===== src/rtl/composite_dac_encoder_if.sv =====
// Video-side bus of the composite DAC encoder: raw ladder selects in,
// composite sample code and recovered sync timing out.
interface composite_dac_encoder_if #(
  parameter int LINE_W = 12
);
  logic [10:0]       RawVOut;
  logic [7:0]        sample;
  logic              sample_valid;
  logic              sync_active;
  logic              hsync_pulse;
  logic              vsync_pulse;
  logic [LINE_W-1:0] line_len;
  logic              line_len_valid;

  modport master (
    output RawVOut,
    input  sample, sample_valid, sync_active, hsync_pulse, vsync_pulse,
           line_len, line_len_valid
  );

  modport slave (
    input  RawVOut,
    output sample, sample_valid, sync_active, hsync_pulse, vsync_pulse,
           line_len, line_len_valid
  );
endinterface


===== src/rtl/composite_dac_encoder.sv =====
// Converts the video generator's ladder-select bus into composite sample codes
// and recovers horizontal/vertical sync strobes plus measured line length.
module composite_dac_encoder #(
  parameter bit FILTER_EN = 1'b1,
  parameter int HSYNC_MIN = 64,
  parameter int VSYNC_MIN = 400,
  parameter int LINE_W    = 12
) (
  input logic                    CLK,
  input logic                    n_RES,
  composite_dac_encoder_if.slave bus
);

  localparam logic [7:0]        BLANK    = 8'h50;
  localparam logic [9:0]        SYNC_MAX = 10'd1023;
  localparam logic [9:0]        HSYNC_TH = 10'(HSYNC_MIN);
  localparam logic [9:0]        VSYNC_TH = 10'(VSYNC_MIN);
  localparam logic [LINE_W-1:0] LINE_MAX = '1;
  localparam logic [LINE_W-1:0] LINE_ONE = LINE_W'(1);

  logic [10:0]       in_q;
  logic [7:0]        lvl;
  logic [7:0]        lvl_t;
  logic [7:0]        lvl_q;
  logic [7:0]        hist1;
  logic [7:0]        hist2;
  logic [7:0]        hist3;
  logic [9:0]        sum;
  logic [1:0]        fill_cnt;
  logic [9:0]        sync_cnt;
  logic              sync_prev;
  logic              sync_fall;
  logic              hs_det;
  logic              vs_det;
  logic [LINE_W-1:0] line_cnt;

  // Highest active tap wins; sync overrides everything and is never tinted.
  always_comb begin
    lvl = BLANK;
    if (in_q[0])      lvl = 8'h00;
    else if (in_q[9]) lvl = 8'hF0;
    else if (in_q[8]) lvl = 8'hC8;
    else if (in_q[7]) lvl = 8'hA8;
    else if (in_q[6]) lvl = 8'h88;
    else if (in_q[5]) lvl = 8'h70;
    else if (in_q[4]) lvl = 8'h58;
    else if (in_q[3]) lvl = 8'h50;
    else if (in_q[2]) lvl = 8'h48;
    else if (in_q[1]) lvl = 8'h38;
    lvl_t = lvl;
    if (in_q[10] && !in_q[0]) lvl_t = lvl - (lvl >> 2);
  end

  assign sum = {2'b00, lvl_q} + {2'b00, hist1} + {2'b00, hist2} + {2'b00, hist3};

  assign sync_fall = sync_prev && !in_q[0];
  assign vs_det    = sync_fall && (sync_cnt >= VSYNC_TH);
  assign hs_det    = sync_fall && !vs_det && (sync_cnt >= HSYNC_TH);

  always_ff @(posedge CLK or negedge n_RES) begin
    if (!n_RES) begin
      in_q             <= '0;
      bus.sync_active  <= 1'b0;
      lvl_q            <= BLANK;
      hist1            <= BLANK;
      hist2            <= BLANK;
      hist3            <= BLANK;
      bus.sample       <= BLANK;
      fill_cnt         <= '0;
      bus.sample_valid <= 1'b0;
    end else begin
      in_q            <= bus.RawVOut;
      bus.sync_active <= bus.RawVOut[0];
      lvl_q           <= lvl_t;
      hist1           <= lvl_q;
      hist2           <= hist1;
      hist3           <= hist2;
      bus.sample      <= FILTER_EN ? sum[9:2] : lvl_q;
      if (fill_cnt != 2'd3) fill_cnt <= fill_cnt + 2'd1;
      if (fill_cnt == 2'd2) bus.sample_valid <= 1'b1;
    end
  end

  // Run length is judged on the cycle after sync drops, then the counter restarts.
  always_ff @(posedge CLK or negedge n_RES) begin
    if (!n_RES) begin
      sync_cnt           <= '0;
      sync_prev          <= 1'b0;
      bus.hsync_pulse    <= 1'b0;
      bus.vsync_pulse    <= 1'b0;
      line_cnt           <= '0;
      bus.line_len       <= '0;
      bus.line_len_valid <= 1'b0;
    end else begin
      sync_prev <= in_q[0];
      if (in_q[0]) begin
        if (sync_cnt != SYNC_MAX) sync_cnt <= sync_cnt + 10'd1;
      end else begin
        sync_cnt <= '0;
      end
      bus.hsync_pulse    <= hs_det;
      bus.vsync_pulse    <= vs_det;
      bus.line_len_valid <= hs_det;
      if (hs_det) bus.line_len <= line_cnt;
      if (hs_det || vs_det)      line_cnt <= LINE_ONE;
      else if (line_cnt != LINE_MAX) line_cnt <= line_cnt + LINE_ONE;
    end
  end

endmodule


===== src/flat_wrapper.sv =====
// flat-port wrapper written by rule: the top's interface ports become plain ports
module composite_dac_encoder_flat 
#(
  parameter bit FILTER_EN = 1'b1,
  parameter int HSYNC_MIN = 64,
  parameter int VSYNC_MIN = 400,
  parameter int LINE_W    = 12
)
  (CLK, n_RES, bus_RawVOut, bus_sample, bus_sample_valid, bus_sync_active, bus_hsync_pulse, bus_vsync_pulse, bus_line_len, bus_line_len_valid);
  composite_dac_encoder_if #(.LINE_W(LINE_W)) bus_i ();
  input logic CLK;
  input logic n_RES;
  input wire logic [$bits(bus_i.RawVOut)-1:0] bus_RawVOut;
  output wire logic [$bits(bus_i.sample)-1:0] bus_sample;
  output wire logic [$bits(bus_i.sample_valid)-1:0] bus_sample_valid;
  output wire logic [$bits(bus_i.sync_active)-1:0] bus_sync_active;
  output wire logic [$bits(bus_i.hsync_pulse)-1:0] bus_hsync_pulse;
  output wire logic [$bits(bus_i.vsync_pulse)-1:0] bus_vsync_pulse;
  output wire logic [$bits(bus_i.line_len)-1:0] bus_line_len;
  output wire logic [$bits(bus_i.line_len_valid)-1:0] bus_line_len_valid;
  assign bus_i.RawVOut = bus_RawVOut;
  assign bus_sample = bus_i.sample;
  assign bus_sample_valid = bus_i.sample_valid;
  assign bus_sync_active = bus_i.sync_active;
  assign bus_hsync_pulse = bus_i.hsync_pulse;
  assign bus_vsync_pulse = bus_i.vsync_pulse;
  assign bus_line_len = bus_i.line_len;
  assign bus_line_len_valid = bus_i.line_len_valid;
  composite_dac_encoder #(.FILTER_EN(FILTER_EN), .HSYNC_MIN(HSYNC_MIN), .VSYNC_MIN(VSYNC_MIN), .LINE_W(LINE_W)) u_core (.CLK(CLK), .n_RES(n_RES), .bus(bus_i));
endmodule

===== config.mk =====
export PLATFORM = sky130hd
export DESIGN_NAME = composite_dac_encoder_flat
export DESIGN_NICKNAME = d
export VERILOG_FILES = /design/src/rtl/composite_dac_encoder_if.sv /design/src/rtl/composite_dac_encoder.sv /design/src/flat_wrapper.sv
export SDC_FILE = /design/constraint.sdc
export NUM_CORES = 1
export LEC_CHECK = 0
export ABC_AREA = 1
export BUFFER_PORTS_ARGS = -buffer_cell sky130_fd_sc_hd__buf_2
export CAP_MARGIN = 5
export CORE_ASPECT_RATIO = 1.25
export CORE_MARGIN = 5
export CORE_UTILIZATION = 35
export DETAILED_ROUTE_END_ITERATION = 6
export GPL_TIMING_DRIVEN = 0
export MAX_ROUTING_LAYER = met4
export PLACE_DENSITY = 0.65
export SLEW_MARGIN = 15
export SYNTH_ARGS = -nofsm -noshare
export SYNTH_HDL_FRONTEND = slang
export SYNTH_SLANG_ARGS = --single-unit
export TNS_END_PERCENT = 10

===== constraint.sdc =====
create_clock -name CLK -period 3.1 [get_ports CLK]
set_clock_uncertainty 0.15 [all_clocks]
set_input_delay 0.31 -clock CLK [delete_from_list [all_inputs] [get_ports CLK]]
set_output_delay 0.31 -clock CLK [all_outputs]
set_load 0.01 [all_outputs]

==> metrics.txt <==
Worst Hold Class reg -> reg; num rows 44; layout cells sized above 1 20.0%; Iteration-0 DRC Markers 126; synth-to-layout area growth 22.8%; H-tree depth 3; post-synth top area cell dfrtp_1; register area share after synthesis 52.7%; Lkg Pwr about 2.6 nW; met2 Usage GRT 17.7%; die area 14200 µm²; r2r worst-path depth 11; critical path required time about 3200 ps; worst hold slack 212 ps; GR peak layer met2; CTS clk-pin slew, worst paths ~60 ps; Crit Path Max Fanout 2; worst hold stages 0; Root Buffer clkbuf_16; Chip Height ~130 µm; final setup vio count 0; Syn Area/Cell 9.56 µm²; Clk Latency, worst-skew pair approximately 340 ps; worst-margin pin slew around 520 ps; fmax 341 MHz; largest cells by area after synthesis dfrtp_1, inv_1, nand2_1, ha_1, dfstp_2; Period Utilization, post-route 94.7%; Power Density approximately 570 nW/µm²; total power between 2 and 3 mW; CP Data Arrival Time just over 3000 ps; Worst Setup Start Kind flop; Syn Nets 480; fin. max-slew vios 0; largest net degree at the start of global routing 49; aggregate global routing overflow 0; first-pass GRT wire length 12.5 mm; Syn Std Cell Area 4160 µm²; Critical Path End Type flop; Post-Synthesis Cells 435; initial antenna violation count 0; # IOs 38; TritonRoute pass-1 iters 5; routed vias around 2900; clock buffer depth 2; Max Cap Viol 0; DRT Wirelength about 7.1 mm; TritonCTS clock tree yes; # DRC 0; DR WL/cell 10.6 µm; setup tns final 0 ps; Final Hold Fails 0; Synth top area share 46.3%; Tot GR Track Use 11.1%; # diodes 0; Die Span X 107 µm; outcome finished clean; WS Path Type reg -> reg; Detail Route Antenna Nets 0; clock sinks 87; relative max-transition margin 65.2%; M3 GR Usage 2.50%; CTS Buf Count 9; Yosys cell types 36; warnings from Yosys 0; dpl hpwl 5.08 mm; vias per cell 4.38; GR met1 Demand/Resource 13.1%; Seq cells post-synth 87; Port-buffer cells 37; maximum vdd drop 0.000285 V; gp weighted congestion 0.882; Final min period about 2900 ps; vias in the first global route 2953; CORE AREA 11600 µm²; Starting Density 35.8%; Nets between 500 and 600
==> per-stage QoR <==
step / util, % / worst slack [ps] / area [µm²] / std cells
6_report: 44.0 / 164 / 5110 / 667
5_1_grt: 44.0 / -11.7 / 5110 / 667
4_1_cts: 42.9 / 1.23 / 4980 / 662
3_5_place_dp: 39.4 / -188 / 4570 / 634
3_3_place_gp: 39.1 / -182 / 4540 / 633
2_1_floorplan: - / 83.0 / 4160 / 435
==> placed cells by master (no fill, tap or decap), types with 7 or more instances in the layout <==
master	netlist	layout
inv_1	86	86
nor2_1	23	23
dfrtp_1	77	77
buf_2	0	36
nand2_1	85	84
buf_4	1	7
nand3_1	13	12
dfstp_2	10	10
dlygate4sd3_1	0	12
ha_1	24	18
xor2_1	12	11
a21oi_1	26	22
o21ai_0	26	22
clkbuf_16	0	9
==> worst max-delay path, stage by stage (launching register included) <==
cell and delay [ps]:
dfrtp_1 350, ha_2 170, inv_1 50, fa_2 390, xor2_2 180, fa_1 470, buf_4 150, fa_2 400
o21ai_2 170, a21oi_2 70, o21ai_1 140, xor2_1 150
==> layer usage <==
layer	vias up	wire, µm
met4	0	161
met5	-	0
met2	50	3450
met1	1372	3190
met3	14	275
li1	1488	-
==> final timing paths <==
kind | start | slack, ps | endpoint
max | u_core.hist1[1] | 160 | u_core.bus.sample[6]
min | u_core.lvl_q[6] | 210 | u_core.hist1[6]
max reg2reg | u_core.hist1[1] | 160 | u_core.bus.sample[6]
min reg2reg | u_core.lvl_q[6] | 210 | u_core.hist1[6]
max in group asynchronous | n_RES | 1790 | u_core.lvl_q[6]
min in group asynchronous | n_RES | 340 | u_core.bus.line_len[6]
==> Yosys cell counts (all sizes together) <==
master  count
inv        87
nand2      87
dfrtp      77
a21oi      28
o21ai      28
ha         24
nor2       24
nand3      13
xor2       12
dfstp      10
fa          8
nor3        7
xnor2       5
a21o        3
buf         3
clkbuf      3
nand4       3
or2         3
o22ai       2
o31ai       2
a211oi      1
a31oi       1
and3        1
o21bai      1
o221a       1
o32ai       1
==> state kept, by name, indices dropped and copies added (netlist names) <==
| name | count |
|---|---|
| u_core.sync_prev | 1 |
| u_core.lvl_q | 7 |
| u_core.in_q | 11 |
| u_core.hist3 | 7 |
| u_core.bus.line_len | 12 |
| u_core.bus.hsync_pulse | 1 |
| u_core.sync_cnt | 10 |
| u_core.line_cnt | 12 |
| u_core.bus.vsync_pulse | 1 |
| u_core.hist2 | 7 |
| u_core.bus.sample | 8 |
| u_core.hist1 | 7 |
| u_core.bus.sample_valid | 1 |
| u_core.fill_cnt | 2 |
==> power by group <==
part | switching, mW | leakage (nW) | total, mW | internal, mW
clock network | 0.422 | 0.126 | 0.986 | 0.564
logic | 0.348 | 1.41 | 0.651 | 0.303
registers | 0.0311 | 1.08 | 1.28 | 1.25
==> cell type report <==
| type | instances | area (µm²) |
|---|---|---|
| fillers | 1081 | 6510 |
| flip-flops and latches | 87 | 2190 |
| multi-input cells | 255 | 1710 |
| repair buffers | 55 | 373 |
| inverters | 87 | 327 |
| clock buffers | 13 | 250 |
| well taps | 161 | 201 |
| plain buffers | 6 | 41.3 |
| clock inverters | 3 | 20.0 |
==> kinds of logic after synthesis <==
| logic type | Yosys count | share of synthesized area [%] |
|---|---|---|
| XOR/XNOR | 17 | 3.58 |
| AND/OR/NAND/NOR | 138 | 14.5 |
| adder cells (fa/ha/maj) | 32 | 11.1 |
| AO/OA/AOI/OAI | 68 | 9.30 |
| flip-flops | 87 | 52.7 |
| buffers and inverters | 93 | 8.85 |
==> timing repair <==
item                       4_1_cts  5_1_grt
cloned                           0        0
resized for setup                7       15
hold buffers                    12        0
hold endpoints to repair        50        0
buffers inserted                 0        5
pin swaps                        0        9
setup endpoints to repair        2        3
Note: power is estimated with default switching activity, not from simulation.
